`config.mk`:
```
export PLATFORM = sky130hd
export DESIGN_NAME = logic_unit_arbiter
export DESIGN_NICKNAME = d
export VERILOG_FILES = /design/src/rtl/logic_unit_arbiter.sv
export SDC_FILE = /design/constraint.sdc
export NUM_CORES = 1
export LEC_CHECK = 0
export CAP_MARGIN = 10
export CORE_UTILIZATION = 44
export CTS_BUF_LIST = sky130_fd_sc_hd__clkbuf_8
export CTS_CLUSTER_DIAMETER = 60
export DETAILED_ROUTE_END_ITERATION = 7
export PLACE_DENSITY_LB_ADDON = 0.3
export SETUP_SLACK_MARGIN = 0.02
export SYNTH_ARGS = -nofsm -noshare
export SYNTH_HDL_FRONTEND = slang
export SYNTH_SLANG_ARGS = --single-unit
```
`constraint.sdc`:
```
create_clock -name clock -period 1.4 [get_ports clock]
set_clock_uncertainty 0.2 [all_clocks]
set_input_delay 0.21 -clock clock [delete_from_list [all_inputs] [get_ports clock]]
set_output_delay 0.21 -clock clock [all_outputs]
set_load 0.05 [all_outputs]
```
`src/rtl/logic_unit_arbiter.sv`:
```
// Two-requester front end for a shared bitwise logic unit (AND/OR/XOR/NOR).
// Round-robin grant, single-entry registered result tagged with the requester ID.
module logic_unit_arbiter #(
    parameter int WIDTH = 32
) (
    input  logic             clock,
    input  logic             reset,
    input  logic             req0_valid,
    output logic             req0_ready,
    input  logic [WIDTH-1:0] req0_a,
    input  logic [WIDTH-1:0] req0_b,
    input  logic [1:0]       req0_op,
    input  logic             req1_valid,
    output logic             req1_ready,
    input  logic [WIDTH-1:0] req1_a,
    input  logic [WIDTH-1:0] req1_b,
    input  logic [1:0]       req1_op,
    output logic             resp_valid,
    input  logic             resp_ready,
    output logic [WIDTH-1:0] resp_out,
    output logic             resp_id
);

    typedef enum logic {
        ST_EMPTY = 1'b0,
        ST_FULL  = 1'b1
    } resp_state_t;

    localparam int NUM_REQ = 2;

    resp_state_t                   state_reg;
    logic [WIDTH-1:0]              resp_out_reg;
    logic                          resp_id_reg;
    logic                          last_grant_reg;

    logic [NUM_REQ-1:0]            req_valid;
    logic [NUM_REQ-1:0]            req_ready;
    logic [NUM_REQ-1:0][WIDTH-1:0] req_a;
    logic [NUM_REQ-1:0][WIDTH-1:0] req_b;
    logic [NUM_REQ-1:0][1:0]       req_op;
    logic [NUM_REQ-1:0][WIDTH-1:0] op_result;

    logic                          grant;
    logic                          can_accept;
    logic                          accept;

    function automatic logic [WIDTH-1:0] lane_op(input logic [WIDTH-1:0] a,
                                                 input logic [WIDTH-1:0] b,
                                                 input logic [1:0]       op);
        logic [WIDTH-1:0] r;
        case (op)
            2'b00:   r = a & b;
            2'b01:   r = a | b;
            2'b10:   r = a ^ b;
            default: r = ~(a | b);
        endcase
        return r;
    endfunction

    assign req_valid = {req1_valid, req0_valid};
    assign req_a     = {req1_a, req0_a};
    assign req_b     = {req1_b, req0_b};
    assign req_op    = {req1_op, req0_op};

    // The output register can take a new result when empty or being drained this cycle.
    assign can_accept = (state_reg == ST_EMPTY) || resp_ready;

    always_comb begin
        grant = 1'b0;
        case (req_valid)
            2'b01:   grant = 1'b0;
            2'b10:   grant = 1'b1;
            2'b11:   grant = ~last_grant_reg;
            default: grant = 1'b0;
        endcase
    end

    genvar gi;
    generate
        for (gi = 0; gi < NUM_REQ; gi++) begin : g_lane
            assign op_result[gi] = lane_op(req_a[gi], req_b[gi], req_op[gi]);
            // Readies stay low while reset is asserted.
            assign req_ready[gi] = reset && can_accept && req_valid[gi] && (grant == 1'(gi));
        end
    endgenerate

    assign accept     = |req_ready;
    assign req0_ready = req_ready[0];
    assign req1_ready = req_ready[1];

    always_ff @(posedge clock) begin
        if (!reset) begin
            state_reg      <= ST_EMPTY;
            resp_out_reg   <= '0;
            resp_id_reg    <= 1'b0;
            last_grant_reg <= 1'b1;
        end else begin
            case (state_reg)
                ST_EMPTY: begin
                    if (accept) begin
                        state_reg      <= ST_FULL;
                        resp_out_reg   <= op_result[grant];
                        resp_id_reg    <= grant;
                        last_grant_reg <= grant;
                    end
                end
                default: begin
                    if (accept) begin
                        state_reg      <= ST_FULL;
                        resp_out_reg   <= op_result[grant];
                        resp_id_reg    <= grant;
                        last_grant_reg <= grant;
                    end else if (resp_ready) begin
                        state_reg <= ST_EMPTY;
                    end
                end
            endcase
        end
    end

    assign resp_valid = (state_reg == ST_FULL);
    assign resp_out   = resp_out_reg;
    assign resp_id    = resp_id_reg;

endmodule

```
Word-level counts from Yosys, hierarchy flattened
Index checks and enable logic that the tools add are counted.
W data, S select, Z words.
{"block": "op_classes", "n_addsub": 0, "n_mul": 0, "n_div": 0, "order_cmp": 1, "n_eq_ne": 6, "n_shift": 0, "muxes": 9, "n_bitwise": 11, "reduce_logical": 9}
{"operator": "$pmux W32 S3", "count": 2}
{"operator": "$and A32 B32 Y32", "count": 2}
{"operator": "$mux W32", "count": 2}
{"operator": "$not A32 Y32", "count": 2}
{"operator": "$or A32 B32 Y32", "count": 2}
{"operator": "$xor A32 B32 Y32", "count": 2}
{"operator": "$eq A2 B2 Y1 const B", "count": 4}
{"operator": "$logic_and A1 B1 Y1", "count": 5}
{"operator": "$eq A2 B1 Y1 const B", "count": 2}
{"operator": "$logic_not A2 Y1", "count": 2}
{"operator": "$mux W1", "count": 4}
{"operator": "$not A1 Y1", "count": 3}
{"operator": "$lt A1 B2 Y1 const B", "count": 1}
{"operator": "$pmux W1 S2", "count": 1}
{"operator": "$reduce_or A2 Y1", "count": 1}
{"operator": "$logic_or A1 B1 Y1", "count": 1}
{"block": "word_totals", "regBits": 35, "latchBits": 0, "ramBits": 0, "rom_bits": 0, "out_inout_bits": 36, "memories": 0}

Depth between registers and ports, before layout
{"block": "logic_depth", "depth_word": 8, "depth_mapped": 7, "depth_no_buf": 6}

Least setup slack after synthesis
OpenSTA, ideal clock, no wires.
{"block": "synth_timing", "path_kind": "register to register", "start": "register state_reg (netlist: resp_valid)", "end": "register resp_out_reg[23] (netlist: resp_out[23])", "t_arrival_ns": 1.712, "required_time_ns": 1.078, "path_slack_ns": -0.634, "path_stages_with_launch": 6, "path_buffers": 2, "period_less_slack_ns": 2.034, "path_cell_list": "dfxtp_1 -> nand2b_1 -> and3_1 -> buf_2 -> buf_2 -> a221o_1"}
{"block": "synth_via", "elab_chain_cells": 6}
{"item": "start: declaration", "line_no": "31", "source": "resp_state_t state_reg;"}
{"item": "start signal: assignment", "line_no": "93", "source": "state_reg <= ST_EMPTY;"}
{"item": "start signal: assignment", "line_no": "101", "source": "state_reg <= ST_FULL;"}
{"item": "start signal: assignment", "line_no": "109", "source": "state_reg <= ST_FULL;"}
{"item": "$not A1 Y1"}
{"item": "$logic_or A1 B1 Y1", "line_no": "66", "source": "assign can_accept = (state_reg == ST_EMPTY) || resp_ready;"}
{"item": "$logic_and A1 B1 Y1 (3 in series)", "line_no": "83", "source": "assign req_ready[gi] = reset && can_accept && req_valid[gi] && (grant == 1'(gi));"}
{"item": "net req1_ready", "line_no": "14", "source": "output logic req1_ready,"}
{"item": "$reduce_or A2 Y1", "line_no": "87", "source": "assign accept = |req_ready;"}
{"item": "end signal: assignment", "line_no": "102", "source": "resp_out_reg <= op_result[grant];"}
{"item": "end signal: assignment", "line_no": "110", "source": "resp_out_reg <= op_result[grant];"}
{"item": "end: declaration", "line_no": "32", "source": "logic [WIDTH-1:0] resp_out_reg;"}
The timed path passes the listed nets, and every way through them passes these cells.
A chain may end at the register's enable or synchronous reset.

Worst setup path after layout
{"block": "layout_timing", "start": "register state_reg (netlist: resp_valid)", "end": "output req0_ready"}
{"block": "layout_via", "elab_chain_cells": 5}
{"item": "$not A1 Y1"}
{"item": "$logic_or A1 B1 Y1", "line_no": "66"}
{"item": "$logic_and A1 B1 Y1 (3 in series)", "line_no": "83"}
{"item": "end: declaration", "line_no": "9", "source": "output logic req0_ready,"}
No other way between the ends.

==> results by group <==
Setup path
  • Most used cell, CP: buf_6
  • Largest delay share family, worst path: simple AND/OR/NAND/NOR gates
  • WS Path Type: flip-flop to output pin
  • Critical Path AT: 1.48 ns
  • Worst Path Required: 0.99 ns
  • CP Capture Type: output pin
  • Startpoint types: flip-flop
  • Crit path max fanout: 2
  • CP max stage cell: dfxtp_4
  • Buf/Inv on CP: 3
  • Max stage delay on crit path: 0.34 ns
  • CP cell instances: and2b_2 -> buf_6 -> nor4_4 -> buf_6 -> buf_12

Timing
  • Unrepaired setup endpoints after global routing: yes
  • Clock period minus worst slack: between 1.5 and 2 ns
  • Final worst setup slack: -0.491 ns
  • Worst Max-Slew Pin Slew: 0.475 ns
  • Final Max Tran Viols: 0
  • Final setup viols: 35
  • Max-slew headroom: 68.0%
  • Final period util: 135%
  • Setup TNS Final: -12.32 ns
  • FMAX: 529 MHz
  • Hold WS: around 0.18 ns
  • Final hold violation count: 0

Floorplan
  • Starting Density: roughly 45%
  • Die height: approximately 110 um
  • # IOs: ~170
  • Die area: approximately 0.013 mm2
  • Chip Width: 113 um
  • Core ar.: 0.0120 mm2
  • Row count: 40

Clock network
  • Clk sinks: 35
  • TritonCTS Buffers: 5
  • Clk buf depth: 2
  • CTS root buffer: clkbuf_8
  • Clk_lat worst skew: 0.28 ns
  • CTS tree: yes
  • Hold_buf cts: 0
  • CTS clk-pin slew, worst paths: 0.07 ns
  • H-tree depth: 2

Synthesis
  • Synth Area in Simple Gates: 11.4%
  • Mux cell area share after synthesis: 11.2%
  • Seq cells post-synth: 35
  • Combinational family with the most area after synthesis: adder cells
  • Post-synthesis compound-gate area fraction: a little over a fifth
  • Syn avg cell area: 7.62 um2
  • Synth Area in Adders: a little under 30%
  • Syn Std Cell Area: 0.00540 mm2
  • Synth area leader: ha_1
  • Mapped Nets: 974
  • Synth Instances: between 700 and 800
  • Netlist cell types: 32
  • XOR/XNOR share of the synthesized area: 0%
  • Ys Warns: 0
  • Synth area leaders: ha_1 (30%), dfxtp_1 (13%), inv_1 (9.0%), nand2_1 (6.3%), o21ai_0 (6.2%)
  • Post-synth top area share: ~30%
  • Sequential share of the synthesized area: 13.0%

Final layout
  • Most frequent cells in the layout: inv_1 (130), ha_1 (128), clkdlybuf4s50_1 (99), nand2_1 (88), buf_12 (51)
  • Nets: between 1000 and 1500
  • Area Growth Syn to Fin: 53.9%
  • Most common cell after layout, fill and taps aside: inv_1
  • FILL cells: 963
  • Reg area: 706 um2
  • Layout cells sized above 1: 18.2%
  • Multi-input gate area: 0.00410 mm2
  • Max reg flops: 32
  • ANT cells: 0

Power and ir drop
  • PnR Total Power: around 0.0047 W
  • Power Density: between 500 and 600 mW/mm2
  • Maximum vdd drop: 504 uV
  • Pleak: roughly 4.6 nW

Placement
  • Post-DP HPWL: 11300 um
  • RePlAce Congestion: roughly 0.82
  • Input/output buffers: 172

Global routing
  • Vias in the first global route: 5037
  • Largest net degree at the start of global routing: 36
  • Initial antenna violation count: 0
  • Global-route wire length before repair: approximately 23000 um
  • Total gr overflow: 0
  • GR Util All Layers: 22.2%

Status
  • Violated checks: negative setup slack
  • Outcome: complete, but fails checks

Drt
  • Total wire length: 14100 um
  • Antenna-violating nets left: 0
  • 1st-iter DRT viols: 172
  • Via count: 5243
  • Wire per inst: around 13 um
  • Drt pass-1 iters: 4
  • Vias per cell: 4.96
  • # DRC: 0

Run
  • Max cap viols: 0

Hold path
  • Worst min-delay path category: input pin to flip-flop
## synthesized netlist by cell type, drive strengths merged
master,instances
mux2i,29
a211o,4
nand2b,1
a211oi,1
ha,128
o211a,28
nor2,40
a221o,28
clkbuf,13
dfxtp,35
a221oi,3
inv,130
and2b,1
nand3,1
a21oi,29
o211ai,2
nor2b,11
and3,1
nor3,1
o31ai,3
nor4,1
a21boi,1
nand2,91
mux2,28
a22oi,1
o21ai,67
buf,31
## path summary, 6_finish.rpt
path                                  start             end  slack [ns]  cells past startpoint
worst min-delay path             req1_valid  last_grant_reg        0.18                      3
worst min register to register  resp_out[7]     resp_out[7]        0.33                      2
worst max register to register   resp_valid    resp_out[16]       -0.41                      8
worst max-delay path             resp_valid      req0_ready       -0.49                      5
## cell type report
class	instances	area share, %
inverter	130	5.87
timing repair buffer	235	32.9
multi-input combinational	501	49.3
clock inverter	1	0.0451
clock buffer	7	1.16
tap	147	2.21
sequential	35	8.49
## per-layer routing
metal	wire length, um	vias to the layer above	global-route usage (%)
met3	952	10	6.16
met2	7170	129	42.6
met1	5880	2332	24.4
met5	0	-	0
met4	146	0	3.38
li1	-	2772	-
## timing repair
item	in CTS	in global routing
endpoints found under the setup margin	34	36
setup buffers	9	2
gates cloned	2	0
pin swaps	8	9
resized for setup	95	6
## cells by family (layout without fill, tap and decap cells)
| kind of cell | Yosys count | after routing |
|---|---|---|
| multiplexers | 57 | 57 |
| buffers and inverters | 174 | 373 |
| AO/OA/AOI/OAI | 167 | 167 |
| AND/OR/NAND/NOR | 148 | 149 |
| adder cells (fa/ha/maj) | 128 | 128 |
| flip-flops | 35 | 35 |
## where the power goes
part / switching (W) / total, W / internal, W / leakage, nW
logic: 0.00127 / 0.00268 / 0.00141 / 4.21
clock network: 0.000362 / 0.000804 / 0.000442 / 0.0557
registers: 0.000122 / 0.00123 / 0.00111 / 0.290
## through the flow
stage / utilization, % / cell area [um2] / setup slack, ns / std cells
floorplan: - / 5420 / -0.305 / 709
global placement: 66.7 / 8010 / -0.895 / 1038
detailed placement: 66.7 / 8010 / -0.900 / 1038
CTS: 69.1 / 8300 / -0.485 / 1056
global route: 69.2 / 8310 / -0.552 / 1056
finish: 69.2 / 8310 / -0.491 / 1056
## tightest hold or removal path: cells and delay by family
kind                   cells  cell delay, ns
AOI/OAI and AO/OA          1            0.08
buffers and inverters      1            0.26
and+or+nand+nor            1            0.06
(Power assumes the default switching activity.)
